**src/rtl/mips_alu_pkg.sv**
```systemverilog
// Shared definitions for the pipelined MIPS execution-stage ALU:
// op codes, op-code width and the per-stage bundle layout.
`ifndef MIPS_ALU_STAGE_T
`define MIPS_ALU_STAGE_T(W, T) struct packed { logic valid; logic [(W)-1:0] result; logic [(T)-1:0] tag; logic zero; logic ovf; }
`endif

package mips_alu_pkg;

   localparam int ALU_OP_W = 4;

   // Codes 11..15 are unassigned and produce a zero result with no overflow.
   typedef enum logic [ALU_OP_W-1:0] {
      OP_ADD  = 4'd0,
      OP_SUB  = 4'd1,
      OP_AND  = 4'd2,
      OP_OR   = 4'd3,
      OP_XOR  = 4'd4,
      OP_SLT  = 4'd5,
      OP_SLTU = 4'd6,
      OP_MUL  = 4'd7,
      OP_SLL  = 4'd8,
      OP_SRL  = 4'd9,
      OP_SRA  = 4'd10
   } alu_op_t;

endpackage

```
**src/rtl/mips_alu_pipe_if.sv**
```systemverilog
// Operand/result handshake bundle between issue, the ALU pipe and writeback.
interface mips_alu_pipe_if #(
   parameter int WIDTH = 32,
   parameter int TAG_W = 5
);
   import mips_alu_pkg::*;

   logic                in_valid;
   logic                in_ready;
   logic [ALU_OP_W-1:0] in_op;
   logic [WIDTH-1:0]    in_a;
   logic [WIDTH-1:0]    in_b;
   logic [TAG_W-1:0]    in_tag;
   logic                out_valid;
   logic                out_ready;
   logic [WIDTH-1:0]    out_result;
   logic [TAG_W-1:0]    out_tag;
   logic                out_zero;
   logic                out_ovf;

   modport master (
      output in_valid, in_op, in_a, in_b, in_tag, out_ready,
      input  in_ready, out_valid, out_result, out_tag, out_zero, out_ovf
   );

   modport slave (
      input  in_valid, in_op, in_a, in_b, in_tag, out_ready,
      output in_ready, out_valid, out_result, out_tag, out_zero, out_ovf
   );

endinterface

```
**src/rtl/mips_alu_core.sv**
```systemverilog
// Combinational ALU: {op, a, b} -> {result, zero, ovf}.
module mips_alu_core
   import mips_alu_pkg::*;
#(
   parameter int WIDTH = 32
) (
   input  logic [ALU_OP_W-1:0] op,
   input  logic [WIDTH-1:0]    a,
   input  logic [WIDTH-1:0]    b,
   output logic [WIDTH-1:0]    result,
   output logic                zero,
   output logic                ovf
);

   localparam int SH_W = $clog2(WIDTH);

   logic signed [WIDTH-1:0] a_s;
   logic signed [WIDTH-1:0] b_s;
   logic        [WIDTH-1:0] b_neg;
   logic        [WIDTH-1:0] sum;
   logic        [WIDTH-1:0] diff;
   logic        [SH_W-1:0]  shamt;

   // Overflow when both addends share a sign and the sum's sign differs.
   function automatic logic add_ovf(input logic [WIDTH-1:0] x,
                                    input logic [WIDTH-1:0] y,
                                    input logic [WIDTH-1:0] r);
      return (x[WIDTH-1] == y[WIDTH-1]) && (r[WIDTH-1] != x[WIDTH-1]);
   endfunction

   assign a_s   = a;
   assign b_s   = b;
   assign b_neg = ~b + WIDTH'(1);
   assign sum   = a + b;
   assign diff  = a + b_neg;
   assign shamt = b[SH_W-1:0];

   always_comb begin
      result = '0;
      ovf    = 1'b0;
      case (op)
         OP_ADD: begin
            result = sum;
            ovf    = add_ovf(a, b, sum);
         end
         OP_SUB: begin
            result = diff;
            ovf    = add_ovf(a, b_neg, diff);
         end
         OP_AND:  result = a & b;
         OP_OR:   result = a | b;
         OP_XOR:  result = a ^ b;
         OP_SLT:  result = {{(WIDTH-1){1'b0}}, (a_s < b_s)};
         OP_SLTU: result = {{(WIDTH-1){1'b0}}, (a < b)};
         OP_MUL:  result = a * b;
         OP_SLL:  result = a << shamt;
         OP_SRL:  result = a >> shamt;
         OP_SRA:  result = a_s >>> shamt;
         default: result = '0;
      endcase
   end

   assign zero = (result == '0);

endmodule

```
**src/rtl/mips_alu_pipe.sv**
```systemverilog
// Handshaked EX-stage ALU with STAGES register stages, a global stall
// driven by writeback backpressure, and a synchronous flush.
module mips_alu_pipe
   import mips_alu_pkg::*;
#(
   parameter int WIDTH  = 32,
   parameter int STAGES = 2,
   parameter int TAG_W  = 5
) (
   input  logic           clk1,
   input  logic           reset,
   input  logic           flush,
   mips_alu_pipe_if.slave bus
);

   typedef `MIPS_ALU_STAGE_T(WIDTH, TAG_W) stage_t;

   stage_t           stage_p [STAGES];
   stage_t           last_p;
   logic             advance;
   logic [WIDTH-1:0] alu_result;
   logic             alu_zero;
   logic             alu_ovf;

   mips_alu_core #(
      .WIDTH (WIDTH)
   ) u_core (
      .op     (bus.in_op),
      .a      (bus.in_a),
      .b      (bus.in_b),
      .result (alu_result),
      .zero   (alu_zero),
      .ovf    (alu_ovf)
   );

   // The whole pipe stalls together; bubbles are held in place too.
   assign last_p       = stage_p[STAGES-1];
   assign advance      = !last_p.valid || bus.out_ready;
   assign bus.in_ready = advance;

   always_ff @(posedge clk1 or posedge reset) begin
      if (reset) begin
         for (int i = 0; i < STAGES; i++) begin
            stage_p[i] <= '0;
         end
      end else if (flush) begin
         for (int i = 0; i < STAGES; i++) begin
            stage_p[i].valid <= 1'b0;
         end
      end else if (advance) begin
         // stage 0: capture the combinational ALU result
         stage_p[0] <= '{valid:  bus.in_valid,
                         result: alu_result,
                         tag:    bus.in_tag,
                         zero:   alu_zero,
                         ovf:    alu_ovf};
         // stages 1..STAGES-1: carry the bundle forward
         for (int i = 1; i < STAGES; i++) begin
            stage_p[i] <= stage_p[i-1];
         end
      end
   end

   assign bus.out_valid  = last_p.valid;
   assign bus.out_result = last_p.valid ? last_p.result : '0;
   assign bus.out_tag    = last_p.valid ? last_p.tag    : '0;
   assign bus.out_zero   = last_p.valid && last_p.zero;
   assign bus.out_ovf    = last_p.valid && last_p.ovf;

endmodule

```
**src/flat_wrapper.sv**
```systemverilog
// flat-port wrapper written by rule: the top's interface ports become plain ports
module mips_alu_pipe_flat import mips_alu_pkg::*;
#(
   parameter int WIDTH  = 32,
   parameter int STAGES = 2,
   parameter int TAG_W  = 5
)
  (clk1, reset, flush, bus_in_valid, bus_in_op, bus_in_a, bus_in_b, bus_in_tag, bus_out_ready, bus_in_ready, bus_out_valid, bus_out_result, bus_out_tag, bus_out_zero, bus_out_ovf);
  mips_alu_pipe_if #(.WIDTH(WIDTH), .TAG_W(TAG_W)) bus_i ();
  input  logic clk1;
  input  logic reset;
  input  logic flush;
  input wire logic [$bits(bus_i.in_valid)-1:0] bus_in_valid;
  input wire logic [$bits(bus_i.in_op)-1:0] bus_in_op;
  input wire logic [$bits(bus_i.in_a)-1:0] bus_in_a;
  input wire logic [$bits(bus_i.in_b)-1:0] bus_in_b;
  input wire logic [$bits(bus_i.in_tag)-1:0] bus_in_tag;
  input wire logic [$bits(bus_i.out_ready)-1:0] bus_out_ready;
  output wire logic [$bits(bus_i.in_ready)-1:0] bus_in_ready;
  output wire logic [$bits(bus_i.out_valid)-1:0] bus_out_valid;
  output wire logic [$bits(bus_i.out_result)-1:0] bus_out_result;
  output wire logic [$bits(bus_i.out_tag)-1:0] bus_out_tag;
  output wire logic [$bits(bus_i.out_zero)-1:0] bus_out_zero;
  output wire logic [$bits(bus_i.out_ovf)-1:0] bus_out_ovf;
  assign bus_i.in_valid = bus_in_valid;
  assign bus_i.in_op = bus_in_op;
  assign bus_i.in_a = bus_in_a;
  assign bus_i.in_b = bus_in_b;
  assign bus_i.in_tag = bus_in_tag;
  assign bus_i.out_ready = bus_out_ready;
  assign bus_in_ready = bus_i.in_ready;
  assign bus_out_valid = bus_i.out_valid;
  assign bus_out_result = bus_i.out_result;
  assign bus_out_tag = bus_i.out_tag;
  assign bus_out_zero = bus_i.out_zero;
  assign bus_out_ovf = bus_i.out_ovf;
  mips_alu_pipe #(.WIDTH(WIDTH), .STAGES(STAGES), .TAG_W(TAG_W)) u_core (.clk1(clk1), .reset(reset), .flush(flush), .bus(bus_i));
endmodule
```
**config.mk**
```make
export PLATFORM = sky130hd
export DESIGN_NAME = mips_alu_pipe_flat
export DESIGN_NICKNAME = d
export VERILOG_FILES = /design/src/rtl/mips_alu_pkg.sv /design/src/rtl/mips_alu_pipe_if.sv /design/src/rtl/mips_alu_core.sv /design/src/rtl/mips_alu_pipe.sv /design/src/flat_wrapper.sv
export SDC_FILE = /design/constraint.sdc
export NUM_CORES = 2
export LEC_CHECK = 0
export CORE_MARGIN = 2
export CORE_UTILIZATION = 45
export DETAILED_ROUTE_END_ITERATION = 10
export PLACE_DENSITY_LB_ADDON = 0.12
export SETUP_SLACK_MARGIN = 0.3
export SLEW_MARGIN = 20
export SYNTH_ARGS = -nofsm -noshare
export SYNTH_HDL_FRONTEND = slang
export SYNTH_SLANG_ARGS = --single-unit
```
**constraint.sdc**
```tcl
create_clock -name clk1 -period 7.4 [get_ports clk1]
set_clock_uncertainty 0.2 [all_clocks]
set_input_delay 1.85 -clock clk1 [delete_from_list [all_inputs] [get_ports clk1]]
set_output_delay 1.85 -clock clk1 [all_outputs]
set_load 0.05 [all_outputs]
```
# [Word-level counts from Yosys, hierarchy flattened]
# Index checks and enable logic that the tools add are counted.
[totals] reg_bits=80 latch_bits=0 ram_bits=0 romBits=0 inputBits=78 output_inout_bits=41 wordCells=55 memories=0
[op_classes] add_sub_neg=3 multipliers=1 div_mod_pow=0 n_lt_le_gt_ge=2 eq_ne=14 n_shift=3 muxes=7 bitwise=5 n_reduce_logical=10
[ops] operator="32-bit one-hot mux with 11 select lines" n=1
[ops] operator="80-bit two-way mux" n=1
[ops] operator="32-bit adder" n=2
[ops] operator="32-bit less-than comparator" n=2
[ops] operator="32-bit by 1-bit adder with 32-bit output (second input constant)" n=1
[ops] operator="32-bit bitwise AND" n=1
[ops] operator="32-bit zero test" n=1
[ops] operator="32-bit by 32-bit multiplier with 32-bit output" n=1
[ops] operator="32-bit two-way mux" n=1
[ops] operator="32-bit NOT" n=1
[ops] operator="32-bit bitwise OR" n=1
[ops] operator="32-bit by 5-bit << shifter with 32-bit output" n=1
[ops] operator="32-bit by 5-bit right shift with 32-bit output" n=1
[ops] operator="32-bit by 5-bit >>> shifter with 32-bit output" n=1
[ops] operator="32-bit bitwise XOR" n=1
[ops] operator="4-bit by 3-bit == test with 1-bit output (second input constant)" n=4
[ops] operator="4-bit == test (second input constant)" n=3
[ops] operator="4-bit by 2-bit == test with 1-bit output (second input constant)" n=2
[ops] operator="5-bit two-way mux" n=1
[ops] operator="4-bit by 1-bit == test with 1-bit output (second input constant)" n=1
[ops] operator="1-bit logical AND" n=4
[ops] operator="4-bit zero test" n=1
[ops] operator="1-bit == test" n=2
[ops] operator="1-bit two-way mux" n=2
[ops] operator="other kinds (7)" n=8

# [Logic depth before layout (Yosys ltp)]
[depth] depth_word=8 depth_mapped=35 depth_no_buf=29

# [By module]
# A second synthesis with hierarchy kept.
[unflattened] cells_unflattened=3598 hier_area_um2=29716.0
[by_module_without_submodules] module="mips_alu_core" n_inst=1 cells_each=3381 area_per_inst_um2=26392.8 seq_area_each_um2=0.0
[by_module_without_submodules] module="mips_alu_pipe" n_inst=1 cells_each=217 area_per_inst_um2=3323.2 seq_area_each_um2=2001.9

# [Least setup slack after synthesis]
# Ideal clock, no wire load.
[synth_timing] path_kind="input -> register" from="in bus_in_b[2]" to="reg u_core.stage_p[41] in the netlist's numbering" setup_time_ps=92 t_arrival_ps=9985 t_required_ps=7108 path_slack_ps=-2877 stages=32 path_buffers=6 cell_sequence="buf_4 -> inv_1 -> buf_2 -> buf_2 -> buf_2 -> buf_1 -> nor2_1 -> fa_1 -> inv_1 -> fa_1 -> fa_1 -> fa_1 -> inv_1 -> fa_1 -> inv_1 -> fa_1 -> inv_1 -> fa_1 -> fa_1 -> ha_1 -> clkbuf_1 -> a21o_1 -> a31oi_1 -> nand2_1 -> o21ai_0 -> nand3_1 -> o311ai_0 -> o21ai_0 -> xnor2_1 -> a211o_1 -> or3_1 -> o31ai_2"
[synth_between] elab_chain_cells=5 elab_cells_between_ends=15 cone_classes="3 x add/sub; 1 x mul; 2 x order compare; 3 x shift; 1 x mux; 4 x bitwise; 1 x reduce/logical"
[synth_lines] item="start, declared" line="flat_wrapper.sv:16" source="input wire logic [$bits(bus_i.in_b)-1:0] bus_in_b;"
[synth_lines] item="parallel branches: the longest is 3 deep, another holds 32-bit by 32-bit multiplier with 32-bit output"
[synth_lines] item="32-bit one-hot mux with 11 select lines (*)" line="mips_alu_core.sv:41" source="case (op)"
[synth_lines] item="32-bit zero test (*)" line="mips_alu_core.sv:63" source="assign zero = (result == '0);"
[synth_lines] item="end signal, assigned by index" line="mips_alu_pipe.sv:59" source="stage_p[i] <= stage_p[i-1];"
[synth_lines] item="end, declared" line="mips_alu_pipe.sv:18" source="stage_t stage_p [STAGES];"
# Mark *: on every way between the ends.
# A chain may end at the register's enable or synchronous reset.

# [Final worst setup path]
[layout_timing] from="in bus_in_b[4]" to="reg u_core.stage_p[41] in the netlist's numbering"
# Same word-level chain as after synthesis.

==> out/qor.yml <==
finish:
  final_cell_area_um2: 39400
  synthToLayoutAreaGrowth_pct: 34.4
  fill_cells: 5948
  fin_nets: 5129
  final_cell_mix: "buf_4, nand2_1, nor2_1, inv_1, fa_1"
  multi_input_area_um2: 26300
  regArea_um2: 2000
  layout_commonest_cell: "buf_4"
  drive_above_1_share_pct: 28.5
sta:
  hold_slack_ns: 0.265
  rsz0062_at_grt: "yes"
  fmax_mhz: 107
  setup_tns_ns: -28.93
  worst_slack_ns: -1.93
  setup_viol: 25
  report.final.hold_viol_count: 0
  worst_pin_slew_ns: 1.02
  fin_crit_ns: 9.33
  finalCritPeriodShare_pct: 126
  slew_violations: 0
  slew-limit-headroom_pct: 31.5
placement:
  port_buffers: 118
  pre_cts_slack_ns: -2.87
  hpwlAfterDp_um: 124000
  post_dp_cell_area_um2: 36400
  gp_congestion: 1.12
synth:
  yosys_warnings: 0
  yosysSeqAreaShare_pct: 6.82
  synthesis.area_um2: 29300
  synthArstFlopShare_pct: 100
  yosys_register_bits: 80
  yosysTopAreaCell: "fa_1"
  ys_types: 95
  syn_avg_cell_area_um2: 7.92
  synth_flop_cell: "dfrtp_1"
  synth-edff-count: 0
  syn_nets: 4444
  yosysTopAreaCellShare_pct: 28.0
  synthCells: 3705
  netlist_top_cells_area: "fa_1, ha_1, nand2_1"
critical_path:
  timing.rr.end: "u_core.stage_p[41]"
  path_buf_inv: 8
  worstSetupPathType: "input port to flip-flop"
  worst_setup_path_end_kind: "flip-flop"
  cp.arrival_ns: 9.38
  path_common_cell: "fa_1"
  worstSetupPathDepth: 30
  start_kind: "input port"
  cpPeakStageDelay_ns: 0.55
  reg2reg_from: "u_core.bus.out_valid"
  r2r_slack_ns: 3.73
  cp_max_fo: 7
  crit_path_top_delay_cell: "fa_1"
  cpLargestDelayFamily: "adder cells"
  crit_required_ns: 7.45
  r2r_cells: 13
global_route:
  grt_pass1_vias: 31600
  antenna_found_initial: 5
  grt_usage_pct: 44.8
  grt_pass1_wl_um: 217000
  overflow: 0
  grt_max_degree: 91
floorplanning:
  coreArea_um2: 64500
  rows: 93
  fp.dieH_um: 259
  fp.dieArea_um2: 67300
  boundaryPins: 119
  start_util_pct: 45.5
  die_w_um: 259
clock_network:
  clk_latency_ns: 0.34
  path_clk_slew_ns: 0.07
  clockBufferDepth: 2
  cts_buffers: 9
  htreeDepth: 3
  cts_hold_buf: 0
  clock_sinks: 80
  root_buffer: "clkbuf_16"
  cts_tree: "yes"
run_status:
  violations: "negative setup slack"
  status: "complete, but fails checks"
flow_run:
  maxCapViolCount: 0
drt:
  wl_per_cell_um: 28.8
  drt_iter0_drc: 3734
  via_count: 31800
  ant_nets: 0
  wirelength_um: 151000
  via_per_inst: 6.06
  firstDrtPassIters: 6
  drcViolationCount: 0
min_path:
  holdCritPathClass: "flip-flop to flip-flop"
  worstHoldStart: "u_core.stage_p[68]"
  whs_path_depth: 2
  hold_end: "u_core.last_p[28]"
[cell families after synthesis]
group,Yosys count,share of synthesized area [%]
xor+xnor,137,4.09
buf+inv,711,9.45
fa+ha+maj,661,38.7
flops,80,6.82
compound gates,633,14.6
simple gates,1369,20.6
mux,114,5.78
[synth_stat cells (all sizes together), types with 22 or more instances]
cell type	instances
nor2	473
o21a	22
xnor2	104
nor3	55
nand3	65
xor2	33
o21ai	132
a211oi	27
nand2	539
a31oi	36
buf	69
nor4	23
and2	62
nor2b	29
a21oi	139
mux4	42
a21o	36
fa	410
clkbuf	169
dfrtp	80
mux2i	51
nand4	25
inv	459
o211ai	37
ha	251
[worst max-delay path by stage]
stage	start	end	slack, ns
after global routing	bus_in_b[4]	u_core.stage_p[41]	-2.05
after global placement	bus_in_a[12]	u_core.stage_p[41]	-2.85
after detailed placement	bus_in_a[12]	u_core.stage_p[41]	-2.87
final	bus_in_b[4]	u_core.stage_p[41]	-1.93
after floorplan	bus_in_b[3]	u_core.stage_p[41]	-1.86
after CTS	bus_in_b[4]	u_core.stage_p[41]	-1.84
[worst reg2reg max path, stage by stage, from the launching register on]
cell      delay (ns)
dfrtp_1         0.77
nor2b_1         0.38
nor2_4          0.17
o21ai_0         0.11
nor3_1          0.13
and3_1          0.24
and4_1          0.20
nand4_1         0.12
nor4_2          0.35
buf_4           0.21
and4b_1         0.18
and4bb_1        0.21
nand4_1         0.11
o31ai_2         0.21
[state kept, by name (all words and copies together), names as in the netlist]
name,flops
u_core.last_p,39
u_core.bus.out_valid,1
u_core.stage_p,40
[layout make-up]
| cell class | instances | share of cell area, % |
|---|---|---|
| Tap cell | 855 | 2.71 |
| Sequential cell | 80 | 5.08 |
| Inverter | 473 | 4.70 |
| Clock buffer | 9 | 0.571 |
| Clock inverter | 7 | 0.273 |
| Antenna cell | 2 | 0.0127 |
| Multi-Input combinational cell | 2914 | 66.7 |
| Timing Repair Buffer | 912 | 20.0 |
[through the flow]
step / std cells / util, %
5_1_grt: 5250 / 61.2
6_report: 5252 / 61.2
3_5_place_dp: 5142 / 56.5
4_1_cts: 5224 / 59.9
3_3_place_gp: 5142 / 56.5
2_1_floorplan: 3705 / -
[routing by layer]
layer	vias to the layer above	GRT usage (%)	wire length [um]
li1	13600	-	-
met1	15600	57.7	57000
met2	2048	66.5	63900
met3	522	11.4	17300
met4	6	29.8	13100
met5	-	0	43
[what timing repair did]
action                                 4_1_cts  5_1_grt
endpoints found under the hold margin        0        0
setup endpoints to repair                   27       27
pin swaps                                  161       92
setup buffers                               64       26
resized for setup                          398      148
cloned                                       2        0
Power is not shown: default switching activity piles up to over one toggle a cycle in this logic, so the estimate is an artifact.
